===== src/rtl/axis_sample_hold_ctrl.sv =====
// Decimating sample-and-hold for an AXI-Stream: captures one of every
// cfg_period+1 valid beats, either continuously or in triggered bursts.
module axis_sample_hold_ctrl #(
    parameter int AXIS_TDATA_WIDTH = 32,
    parameter int CNT_WIDTH        = 16
) (
    input  logic                        aclk,
    input  logic                        arstn,
    input  logic [1:0]                  cfg_mode,
    input  logic [CNT_WIDTH-1:0]        cfg_period,
    input  logic [CNT_WIDTH-1:0]        cfg_burst_len,
    input  logic                        trig_in,
    output logic                        s_axis_tready,
    input  logic [AXIS_TDATA_WIDTH-1:0] s_axis_tdata,
    input  logic                        s_axis_tvalid,
    input  logic                        m_axis_tready,
    output logic [AXIS_TDATA_WIDTH-1:0] m_axis_tdata,
    output logic                        m_axis_tvalid,
    output logic                        sample_stb,
    output logic                        sts_busy,
    output logic [CNT_WIDTH-1:0]        sts_sample_cnt
);

    typedef enum logic [1:0] {IDLE, ARMED, RUN} state_t;

    state_t               state, state_nxt;
    logic                 run_burst, run_burst_nxt;
    logic                 trig_d, trig_rise;
    logic                 mode_cont, mode_burst;
    logic                 capture, dec_adv, enter_run;
    logic [CNT_WIDTH-1:0] dec_cnt, burst_cnt, burst_lim;
    logic [CNT_WIDTH:0]   burst_cnt_inc;
    logic                 unused_tready;

    assign s_axis_tready = 1'b1;
    assign m_axis_tvalid = 1'b1;
    assign sts_busy      = (state == RUN);
    assign unused_tready = m_axis_tready;

    assign mode_cont     = (cfg_mode == 2'b01);
    assign mode_burst    = (cfg_mode == 2'b10);
    assign trig_rise     = trig_in & ~trig_d;
    assign burst_lim     = (cfg_burst_len == '0) ? {{(CNT_WIDTH-1){1'b0}}, 1'b1} : cfg_burst_len;
    assign burst_cnt_inc = {1'b0, burst_cnt} + 1'b1;

    always_comb begin
        state_nxt     = state;
        run_burst_nxt = run_burst;
        capture       = 1'b0;
        dec_adv       = 1'b0;
        enter_run     = 1'b0;
        case (state)
            IDLE: begin
                if (mode_cont) begin
                    state_nxt     = RUN;
                    run_burst_nxt = 1'b0;
                    enter_run     = 1'b1;
                end else if (mode_burst) begin
                    state_nxt = ARMED;
                end
            end
            ARMED: begin
                if (!mode_burst) begin
                    state_nxt = IDLE;
                end else if (trig_rise) begin
                    state_nxt     = RUN;
                    run_burst_nxt = 1'b1;
                    enter_run     = 1'b1;
                end
            end
            RUN: begin
                // Leaving on a mode change takes priority over any capture.
                if (run_burst ? !mode_burst : !mode_cont) begin
                    state_nxt = IDLE;
                end else if (s_axis_tvalid) begin
                    dec_adv = 1'b1;
                    // >= so a counter beyond a freshly lowered period fires at once
                    if (dec_cnt >= cfg_period) begin
                        capture = 1'b1;
                        if (run_burst && (burst_cnt_inc >= {1'b0, burst_lim}))
                            state_nxt = ARMED;
                    end
                end
            end
            default: state_nxt = IDLE;
        endcase
    end

    always_ff @(posedge aclk or negedge arstn) begin
        if (!arstn) begin
            state          <= IDLE;
            run_burst      <= 1'b0;
            trig_d         <= 1'b0;
            dec_cnt        <= '0;
            burst_cnt      <= '0;
            m_axis_tdata   <= '0;
            sample_stb     <= 1'b0;
            sts_sample_cnt <= '0;
        end else begin
            state      <= state_nxt;
            run_burst  <= run_burst_nxt;
            trig_d     <= trig_in;
            sample_stb <= capture;
            if (enter_run) begin
                dec_cnt   <= cfg_period;
                burst_cnt <= '0;
            end else if (dec_adv) begin
                dec_cnt <= capture ? '0 : dec_cnt + 1'b1;
            end
            if (capture) begin
                m_axis_tdata   <= s_axis_tdata;
                sts_sample_cnt <= sts_sample_cnt + 1'b1;
                burst_cnt      <= burst_cnt + 1'b1;
            end
        end
    end

endmodule


===== config.mk =====
export PLATFORM = sky130hd
export DESIGN_NAME = axis_sample_hold_ctrl
export DESIGN_NICKNAME = d
export VERILOG_FILES = /design/src/rtl/axis_sample_hold_ctrl.sv
export SDC_FILE = /design/constraint.sdc
export NUM_CORES = 1
export LEC_CHECK = 0
export BUFFER_PORTS_ARGS = -buffer_cell sky130_fd_sc_hd__clkbuf_2
export CORE_ASPECT_RATIO = 0.9
export CORE_UTILIZATION = 38
export CTS_BUF_LIST = sky130_fd_sc_hd__clkbuf_4 sky130_fd_sc_hd__clkbuf_8
export DETAILED_ROUTE_END_ITERATION = 10
export SLEW_MARGIN = 0
export SYNTH_ARGS = -nofsm -noshare
export SYNTH_HDL_FRONTEND = slang
export SYNTH_SLANG_ARGS = --single-unit

===== constraint.sdc =====
create_clock -name aclk -period 2.75 [get_ports aclk]
set_input_delay 0.1375 -clock aclk [delete_from_list [all_inputs] [get_ports aclk]]
set_output_delay 0.1375 -clock aclk [all_outputs]
set_load 0.1 [all_outputs]

==> flow_summary_export.csv <==
group,metric,value,unit
sta,hold_violations,0,
synthesis,synth.area.top_cells,"dfrtp_1 42%, nand2_1 10%, ha_1 9.2%",
sta,slew_headroom,57.7,%
run,drv_cap,0,
route,wl_met3,541,um
global_routing,grt_max_degree,86,
sta,rsz0062_at_grt,"true",
hold_path,hold_start,"cfg_period[3]",
pwr,totalPowerFinal,5.28,mW
critical_path,r2r_slack,0.09,ns
die,die_x,124,um
route,vias,4576,
place,gp_congestion,0.880,
sta,setup-violations-final,0,
synthesis,synth_edf_count,0,
sta,fmax,376,MHz
sta,clock_skew,0.0117,ns
critical_path,startpoint,"burst_cnt[0]",
die,io_pins,123,
global_routing,antenna_found_initial,0,
layout,drive_gt1_share,25.1,%
global_routing,grt_use_total,19.7,%
pwr,leakage,3.59,nW
critical_path,critPathKind,"register to register",
synthesis,ys.flop_type,"dfrtp_1",
place,placed_cells,852,
die,dieHeight,111,um
synthesis,post-synth-top-count-cell,"nand2_1",
sta,fin_crit,2.66,ns
sta,worstMarginPinSlew,0.634,ns
critical_path,reg2reg_from,"burst_cnt[0]",
pwr,powerDensity,805,nW/um2
global_routing,grt_pass1_vias,4597,
global_routing,grt_pass1_wl,21600,um
cts,clkTransAtPathRegs,0.09,ns
sta,maxSlewViolCount,0,
critical_path,cp_common_cell,"ha_1",
die,coreArea,12800,um2
critical_path,crit_path_start_kind,"register",
route,highest_layer,"met4",
sta,fin_crit_sh,96.8,%
cts,numCtsBuffers,9,
sta,setup_tns,0,ns
critical_path,crit_arrival,2.92,ns
synthesis,async_reset_ff_share,100,%
synthesis,netlist_top_cells_count,"140 x nand2_1, 85 x dfrtp_1, 38 x inv_1",
layout,final_util,51.1,%
critical_path,crit_family,"simple AND/OR/NAND/NOR gates",
critical_path,end_kind,"register",
global_routing,grt-ovfl-total,0,
cts,clockBufferDepth,2,
cts,cts_tree,"yes",
die,dieArea,13800,um2
route,routedWlPerCell,13.7,um
cts,insertion_delay,0.36,ns
cts,clock_sinks,85,
synthesis,postSynthAreaPerCell,8.92,um2
place,dpl_worst_slack,-0.00815,ns
route,drt-vias-per-instance,5.04,
sta,fin_ws,0.0883,ns
synthesis,syn_inst,567,
hold_path,worst_hold_path_type,"input pin to register",
route,ant_nets,0,
die,row_count,39,
synthesis,yosysUniqueCellTypes,64,
critical_path,crit_required,3.01,ns
route,drc,0,
critical_path,cp_cell_sequence,"ha_1 > and2_4 > nand4_1 > buf_4 > nor4_2 > xor2_1 > ha_1 > nand3_1 > nor3_2 > o211ai_1 > a2bb2oi_2 > a21oi_1 > o22a_1",
synthesis,ys_ff_latch,85,
critical_path,path_buf_inv,1,
cts,cts-root-buf,"clkbuf_8",
critical_path,cp_slowest_cell,"dfrtp_1",
layout,diodes,0,
layout,final_area,6560,um2
place,io_buffers,119,
critical_path,max_stage_delay,0.36,ns
run_status,status,"complete, no violations",
layout,area_growth,29.6,%
sta,whs,0.0269,ns
place,hpwl,8750,um
synthesis,yosys_warnings,0,
route,dr_wl_met2,6070,um
route,drtPass1Iterations,5,
layout,fillers,1210,
layout,finalNonFillerCells,908,
route,drt_iter0_markers,244,
pwr,peakVddDrop,0.000748,V
synthesis,synth_top_area_share,42.1,%
synthesis,synth_top_area_cell,"dfrtp_1",
route,drt-total-wl,12400,um
critical_path,critPathMaxFanout,3,
synthesis,netlist_area,5060,um2
route,wl_met1,5750,um
place,placed_cell_area,5920,um2
die,start_util,39.4,%
layout,fin_nets,847,
synthesis,ys_seq_area_share,42.1,%
cts,cts_max_level,3,
worst paths after layout:
path | end | cells after the start
max reg2reg | state[0] | 13
max in group asynchronous | m_axis_tdata[12] | 3
min reg2reg | m_axis_tdata[18] | 2
min in group asynchronous | dec_cnt[6] | 3
max | state[0] | 13
min | dec_cnt[3] | 3
final cells by class:
| type | instances | area (um2) | share of cell area (%) |
|---|---|---|---|
| multi-input combinational | 422 | 2690 | 41.0 |
| inverter | 39 | 146 | 2.23 |
| tap | 164 | 205 | 3.13 |
| timing repair buffer | 182 | 1190 | 18.2 |
| sequential | 85 | 2130 | 32.4 |
| clock inverter | 7 | 71.3 | 1.09 |
| clock buffer | 9 | 124 | 1.89 |
report_power, final:
group	leakage [nW]	internal, mW	switching [mW]
clock network	0.104	0.423	0.470
registers	1.13	1.54	0.258
logic	2.35	0.607	1.98
total	3.59	2.57	2.71
cells by family after synthesis:
kind of cell	Yosys count	synth area share [%]
AO/OA/AOI/OAI	82	11.3
XOR/XNOR	36	6.24
adder cells (fa/ha/maj)	37	9.16
buffers and inverters	61	5.74
flip-flops	85	42.1
multiplexers	3	0.693
other	1	0.0742
AND/OR/NAND/NOR	262	24.7
sequential cells by signal (all words and copies together), names as in the netlist:
register and flops:
dec_cnt 16, state 2, burst_cnt 16, run_burst 1, m_axis_tdata 32, trig_d 1, sts_sample_cnt 16, sample_stb 1
layer usage:
layer  GRT usage (%)  up-vias
li1                -     2275
met1            25.8     2205
met5               0        -
met3            4.76        4
met4            4.34        0
met2            32.9       92
tightest hold or removal path, cell delays in order:
cell and delay (ns):
clkbuf_2 0.10, a21oi_1 0.06, nand3_1 0.07
cells in the final DEF, fill, tap and decap left out, types with 2 or more instances in the layout:
master	instances
a211o_1	9
a211oi_1	2
a211oi_2	3
a21o_1	6
a21oi_1	20
a21oi_2	2
a221oi_1	2
a31oi_1	2
and2_1	2
and3_1	18
and3_4	2
buf_12	2
buf_4	24
clkbuf_2	118
clkbuf_8	9
clkinv_2	3
conb_1	2
dfrtp_1	85
dlygate4sd3_1	38
ha_1	37
inv_1	38
inv_6	2
mux2i_1	2
nand2_1	140
nand2b_1	3
nand3_1	28
nand4_1	13
nor2_1	19
nor3_1	11
nor3_2	5
nor3b_1	2
nor4_1	4
o211ai_1	3
o21ai_0	8
o21ai_1	3
o22ai_1	5
o31ai_1	4
xnor2_1	20
xor2_1	15
repair_timing:
action	CTS	global route
buffers inserted	0	2
gates resized for setup	2	10
hold buffers	38	0
endpoints found under the setup margin	1	2
endpoints found under the hold margin	122	0
pin swaps	0	8
Power figures use the tool's default switching activity.
